[config.mk]
export PLATFORM = sky130hd
export DESIGN_NAME = conf_int_mac__pipe__apx_sel
export DESIGN_NICKNAME = d
export VERILOG_FILES = /design/src/rtl/conf_int_mac__pipe__apx_sel.sv
export SDC_FILE = /design/constraint.sdc
export NUM_CORES = 2
export LEC_CHECK = 0
export ABC_CLOCK_PERIOD_IN_PS = 10900
export CORE_ASPECT_RATIO = 1.4
export CORE_UTILIZATION = 55
export DETAILED_ROUTE_END_ITERATION = 12
export GPL_ROUTABILITY_DRIVEN = 0
export PLACE_DENSITY = 0.7
export SLEW_MARGIN = 20
export SYNTH_ARGS = -nofsm -noshare
export SYNTH_HDL_FRONTEND = slang
export SYNTH_SLANG_ARGS = --single-unit
[constraint.sdc]
create_clock -name clk -period 10.9 [get_ports clk]
set_input_delay 1.09 -clock clk [delete_from_list [all_inputs] [get_ports clk]]
set_output_delay 1.09 -clock clk [all_outputs]
set_load 0.005 [all_outputs]
[src/rtl/conf_int_mac__pipe__apx_sel.sv]
// Pipelined, precision-configurable unsigned integer MAC.
// Three valid/ready stages: S1 truncates the operands to the requested
// approximation level, S2 forms the exact product, S3 loads or accumulates it.
// Any stage may move forward whenever the stage after it is empty or is
// moving on, so the pipe sustains one transaction per cycle under full flow.
// Legal parameterisations keep MAX_LVL*TRUNC_STEP < DW and MAX_LVL < 2**LVL_W.
module conf_int_mac__pipe__apx_sel #(
    parameter int DATA_PATH_BITWIDTH = 24,
    parameter int TRUNC_STEP         = 8,
    parameter int MAX_LVL            = 2,
    parameter int LVL_W              = 2,
    parameter int ACC_GUARD          = 8,
    localparam int DW                = DATA_PATH_BITWIDTH,
    localparam int ACC_W             = 2*DW + ACC_GUARD
) (
    input  logic             clk,
    input  logic             rst,
    input  logic             in__valid,
    output logic             in__ready,
    input  logic [DW-1:0]    a,
    input  logic [DW-1:0]    b,
    input  logic [LVL_W-1:0] apx__lvl,
    input  logic             acc__en,
    input  logic             acc__clr,
    output logic             out__valid,
    input  logic             out__ready,
    output logic [ACC_W-1:0] d,
    output logic [LVL_W-1:0] d__lvl,
    output logic             ovf
);

    localparam int STAGES = 3;

    // Per-stage valid bits; bit N belongs to stage SN.
    logic [STAGES:1] vld_pipe;

    logic             ld3;
    logic             en2;
    logic             en1;
    logic             in_xfer;

    logic [LVL_W-1:0] lvl_eff;
    logic [DW-1:0]    op_mask;

    logic [DW-1:0]    s1_a;
    logic [DW-1:0]    s1_b;
    logic [LVL_W-1:0] s1_lvl;
    logic             s1_en;
    logic             s1_clr;

    logic [2*DW-1:0]  s2_p;
    logic [LVL_W-1:0] s2_lvl;
    logic             s2_en;
    logic             s2_clr;

    logic [ACC_W-1:0] p_ext;
    logic [ACC_W:0]   acc_sum;

    // A stage takes new content when its successor is empty or is advancing.
    assign ld3        = !vld_pipe[3] | out__ready;
    assign en2        = ld3 | !vld_pipe[2];
    assign en1        = en2 | !vld_pipe[1];
    assign in__ready  = en1 & !rst;
    assign in_xfer    = in__valid & in__ready;
    assign out__valid = vld_pipe[3];

    // Clamp the requested level and build the operand LSB mask for it.
    always_comb begin
        lvl_eff = apx__lvl;
        if (apx__lvl > LVL_W'(MAX_LVL)) lvl_eff = LVL_W'(MAX_LVL);
        op_mask = {DW{1'b1}};
        for (int l = 1; l <= MAX_LVL; l++) begin
            if (lvl_eff == LVL_W'(l)) op_mask = {DW{1'b1}} << (l*TRUNC_STEP);
        end
    end

    // Valid bits move forward together with the stage they describe.
    always_ff @(posedge clk or posedge rst) begin
        if (rst) begin
            vld_pipe <= '0;
        end else begin
            if (ld3) vld_pipe[3] <= vld_pipe[2];
            if (en2) vld_pipe[2] <= vld_pipe[1];
            if (en1) vld_pipe[1] <= in_xfer;
        end
    end

    // S1: capture truncated operands and per-transaction control.
    always_ff @(posedge clk or posedge rst) begin
        if (rst) begin
            s1_a   <= '0;
            s1_b   <= '0;
            s1_lvl <= '0;
            s1_en  <= 1'b0;
            s1_clr <= 1'b0;
        end else if (in_xfer) begin
            s1_a   <= a & op_mask;
            s1_b   <= b & op_mask;
            s1_lvl <= lvl_eff;
            s1_en  <= acc__en;
            s1_clr <= acc__clr;
        end
    end

    // S2: exact full-width product of the truncated operands.
    always_ff @(posedge clk or posedge rst) begin
        if (rst) begin
            s2_p   <= '0;
            s2_lvl <= '0;
            s2_en  <= 1'b0;
            s2_clr <= 1'b0;
        end else if (en2 && vld_pipe[1]) begin
            s2_p   <= (2*DW)'(s1_a) * (2*DW)'(s1_b);
            s2_lvl <= s1_lvl;
            s2_en  <= s1_en;
            s2_clr <= s1_clr;
        end
    end

    assign p_ext   = ACC_W'(s2_p);
    assign acc_sum = {1'b0, d} + {1'b0, p_ext};

    // S3: the output register doubles as the accumulator. It only changes
    // when a real product arrives, so idle cycles and stalls leave the sum
    // (and the held output) untouched.
    always_ff @(posedge clk or posedge rst) begin
        if (rst) begin
            d      <= '0;
            d__lvl <= '0;
            ovf    <= 1'b0;
        end else if (ld3 && vld_pipe[2]) begin
            d__lvl <= s2_lvl;
            if (!s2_en || s2_clr) begin
                d   <= p_ext;
                ovf <= 1'b0;
            end else begin
                d   <= acc_sum[ACC_W-1:0];
                ovf <= ovf | acc_sum[ACC_W];
            end
        end
    end

endmodule
Word level (Yosys, flattened, before mapping) --
Cells that the tools add are included.
Word-level totals: output and inout port bits 61, input port bits 56, flip-flop bits (word level) 166, word-level logic and storage cells 41
Operators by class: multipliers 1, $add $sub $neg 1, mux-type cells 5, $lt $le $gt $ge 1, equality and inequality tests 2, bitwise logic cells 8, reductions and logical operators 8
Operators by type and width (count):
- 56-bit by 48-bit adder with 57-bit output | 1
- 56-bit 2-to-1 mux | 1
- 24-bit AND | 2
- 24-bit by 24-bit multiplier with 48-bit output | 1
- 24-bit 2-to-1 mux | 1
- 8-bit 2-to-1 mux | 1
- 1-bit logical NOT | 5
- 1-bit bitwise OR | 4
- 1-bit AND | 2
- 2-bit by 1-bit == test with 1-bit output (second input constant) | 1
- 2-bit == test (second input constant) | 1
- 2-bit greater-than comparator (second input constant) | 1
- 1-bit logical AND | 2
- 2-bit 2-to-1 mux | 1
- 1-bit logical OR | 1
- 1-bit 2-to-1 mux | 1

Logic depth before layout (Yosys ltp) --
depth in word-level cells 6, mapped depth 28, gate-level depth less buffers 26

Least setup slack after synthesis --
Ideal clock, no wire load.
path type reg-to-reg, start reg s1_a[14], end reg s2_p[38], cell stages (with the launch flop) 27, data arrival time 6579 ps, period minus slack after synthesis 6712 ps, path buffers 2, library setup time 133 ps, required time 10767 ps, slack 4188 ps, cells stage by stage dfrtp_1 -> clkbuf_1 -> nand2_1 -> fa_1 -> inv_1 -> fa_1 -> inv_1 -> fa_1 -> fa_1 -> inv_1 -> fa_1 -> fa_1 -> inv_1 -> fa_1 -> inv_1 -> ha_1 -> clkbuf_1 -> a21oi_1 -> o211ai_1 -> a221o_1 -> a21oi_2 -> o211ai_1 -> a211oi_1 -> o21ai_0 -> a21oi_1 -> xor2_1 -> o21ai_0
On the way: longest elaborated chain between the ends 1
RTL lines:
- from (decl) | line 45 | logic [DW-1:0] s1_a;
- from (signal assigned) | line 97 | s1_a <= a & op_mask;
- 24-bit by 24-bit multiplier with 48-bit output | line 113 | s2_p <= (2*DW)'(s1_a) * (2*DW)'(s1_b);
- to (signal assigned) | line 113
- to (decl) | line 51 | logic [2*DW-1:0] s2_p;
No other way between the ends. A chain may end at the register's enable or synchronous reset.

Worst setup path in the final report --
start reg s1_a[20], end reg s2_p[45]
Same word-level chain as after synthesis.

==> impl_results.md <==
- GR Util All Layers: ~30%
- Clock root cell: clkbuf_16
- Wire length of the first global-routing pass: around 120000 um
- Pin count of the biggest net entering global routing: 87
- Clock Tree Buf Depth: 2
- Async SR Flop Fraction: 100%
- Worst Skew: 21.6 ps
- Post-CTS Setup Bufs: 0
- Setup slack at placement: between 3000 and 4000 ps
- Flops & latches, synth: 166
- Top cell type's share of synthesized area: 34.1%
- Post-Place Cells: 3831
- Placed wire-length estimate: between 50000 and 60000 um
- Yosys top cell by area: fa_1
- # diodes: 0
- Post-CTS Resized: 0
- Vias in the first global route: about 23000
- Final Setup Violations: 0
- Synth Flop Type: dfrtp_1
- Die Width: 194 um
- Tcrit/Tclk final: between 70 and 80%
- Initial antenna violation count: 0
- Area growth, synth to finish: 7.36%
- Overflow after GRT: 0
- Clock H-tree levels: 4
- Synth area leaders: fa_1, dfrtp_1, ha_1
- Final wirelength: 73200 um
- Mapped Area: 28400 um2
- Fmax: around 130 MHz
- Initial Util: 55.6%
- First-pass DRT Iterations: 5
- CP required: between 10000 and 15000 ps
- Via count: 21800
- Hold Vio Cnt, Final: 0
- FILL cells: ~4500
- Post-synthesis sequential area ratio: 14.7%
- Leakage: roughly 15 nW
- Core region area: around 51000 um2
- Wire per inst: around 19 um
- Startpoint types: flip-flop
- Slew @ Worst Pin: 1160 ps
- Cells after Synth: 3216
- Post-synth EDFFs: 0
- Syn_area_per_cell: 8.82 um2
- Clk Latency, worst-skew pair: 490 ps
- CTS Buf Count: 17
- Die area: 52500 um2
- PwrDens: 293 nW/um2
- Post-route setup slack: 3090 ps
- Final Instance Count excl. Fillers: 3863
- Setup tns final: 0 ps
- Crit path capture type: flip-flop
- Area occupied by registers: 4160 um2
- DRC: 0
- Vias per cell: 5.64
- Synth Warn #: 0
- ANT nets after route: 0
- Port bufs: 116
- Hold Path Class: reg -> reg
- Ratio of cells with drive above 1 in the final layout: 3.17%
- Clk sinks: approximately 170
- Max-Cap Viols: 0
- RSZ-0062 raised after global routing: false
- Layout net count: between 3000 and 4000
- Area of the multi-input gates: 21400 um2
- Post-synth cell types: 71
- Final Critical Period: approximately 8000 ps
- Slew HR: 22.8%
- FP Rows: 98
- CTS tree: yes
- Boundary pin count: 117
- VDD IR max: 275 uV
- Hold_buf cts: 0
- Clk slew on worst S/H paths: 90 ps
- Setup CP Type: reg -> reg
- Arr. time, crit path: slightly above 8000 ps
- Die height: 271 um
- Syn_nets: just under 4000
- Final Max Slew Viols: 0
- Outcome: finished clean
- Critical Path Fanout Max: 25
- DR iter-0 viols: 1369
[critical path, stage by stage, from the launching register on]
cell and delay (ps):
dfrtp_1 1100, and2_1 270, fa_1 420, fa_1 560, inv_1 60, fa_1 490, fa_1 520, inv_1 50
fa_1 490, fa_1 500, inv_1 50, fa_1 480, inv_1 40, ha_1 360, nand4_1 140, a2111oi_0 740
o21ai_0 340, a21oi_1 320, o21ai_1 200, o31ai_1 270, xnor2_1 150, o21ai_0 90
[flip-flops by register name, summed over array words and instances (netlist names)]
| register | cells |
|---|---|
| s1_lvl | 2 |
| d__lvl | 2 |
| d | 56 |
| s2_lvl | 2 |
| s2_p | 48 |
| s2_en | 1 |
| s1_clr | 1 |
| vld_pipe | 3 |
| s2_clr | 1 |
| s1_en | 1 |
| s1_a | 24 |
| ovf | 1 |
| s1_b | 24 |
[placed cells by master, fill, tap and decap left out, types with 31 or more instances in the layout]
cell,count
xor2_1,34
a21oi_1,133
xnor2_1,50
and2_1,310
mux2_2,31
clkdlybuf4s50_1,116
fa_1,483
inv_1,576
ha_1,222
a21o_1,56
dfrtp_1,165
o21ai_0,149
nor2_1,74
nand2_1,482
[cell families after synthesis]
group,Yosys count,synth area share (%)
AO/OA/AOI/OAI,467,10.2
XOR/XNOR,84,2.60
adder cells (fa/ha/maj),705,43.9
buffers and inverters,742,9.84
flip-flops,166,14.7
multiplexers,37,1.45
AND/OR/NAND/NOR,1015,17.4
[through the flow]
stage | util (%) | hold slack [ps] | total power (W) | area (um2)
finish | 59.7 | 469 | 0.00892 | 30400
detailed placement | 58.5 | 456 | 0.00815 | 29800
global route | 59.7 | 513 | 0.00984 | 30400
global placement | 58.5 | 448 | 0.00801 | 29800
floorplan | - | 433 | 0.00619 | 28400
CTS | 59.7 | 475 | 0.00890 | 30400
[path summary, 6_finish.rpt]
check / start / end / slack (ps) / cells past startpoint
max in group asynchronous: rst / s2_p[39] / 8580 / 3
min in group asynchronous: rst / d[46] / 1040 / 2
setup reg to reg: s1_a[20] / s2_p[45] / 3090 / 21
hold / removal: s2_lvl[0] / d__lvl[0] / 470 / 2
hold reg to reg: s2_lvl[0] / d__lvl[0] / 470 / 2
setup / recovery: s1_a[20] / s2_p[45] / 3090 / 21
[report_power, final]
group	total [W]	switching (W)	internal, W
registers	0.00112	0.000324	0.000800
logic	0.00714	0.00418	0.00296
clock network	0.000659	0.000323	0.000336
[cells in the mapped netlist (12+ instances only)]
cell type  count
inv_1        577
nand2_1      485
fa_1         483
and2_1       310
ha_1         222
dfrtp_1      166
clkbuf_1     152
o21ai_0      149
a21oi_1      133
nor2_1        74
a21o_1        56
xnor2_1       50
xor2_1        34
mux2_2        31
and3_1        28
nand2b_1      28
nand3_1       28
a31oi_1       21
o21bai_1      19
nand4_1       18
o211ai_1      16
nor3_1        15
nor2b_1       12
[routing by layer]
layer  track usage (%)  wire length, um  share of wire (%)
met5                 0                0                  0
met4              11.2             2570                3.5
met1              36.8            29600                 40
met3              4.45             4840                6.6
met2              50.6            36100                 49
[area by class of cell]
class	instances	share of cell area, %
tap	650	2.67
timing repair buffer	130	4.16
multi-input combinational	2308	70.4
sequential	166	13.7
clock inverter	14	0.563
clock buffer	18	1.44
inverter	577	7.13
No activity file was read; power rests on OpenSTA's default activity.
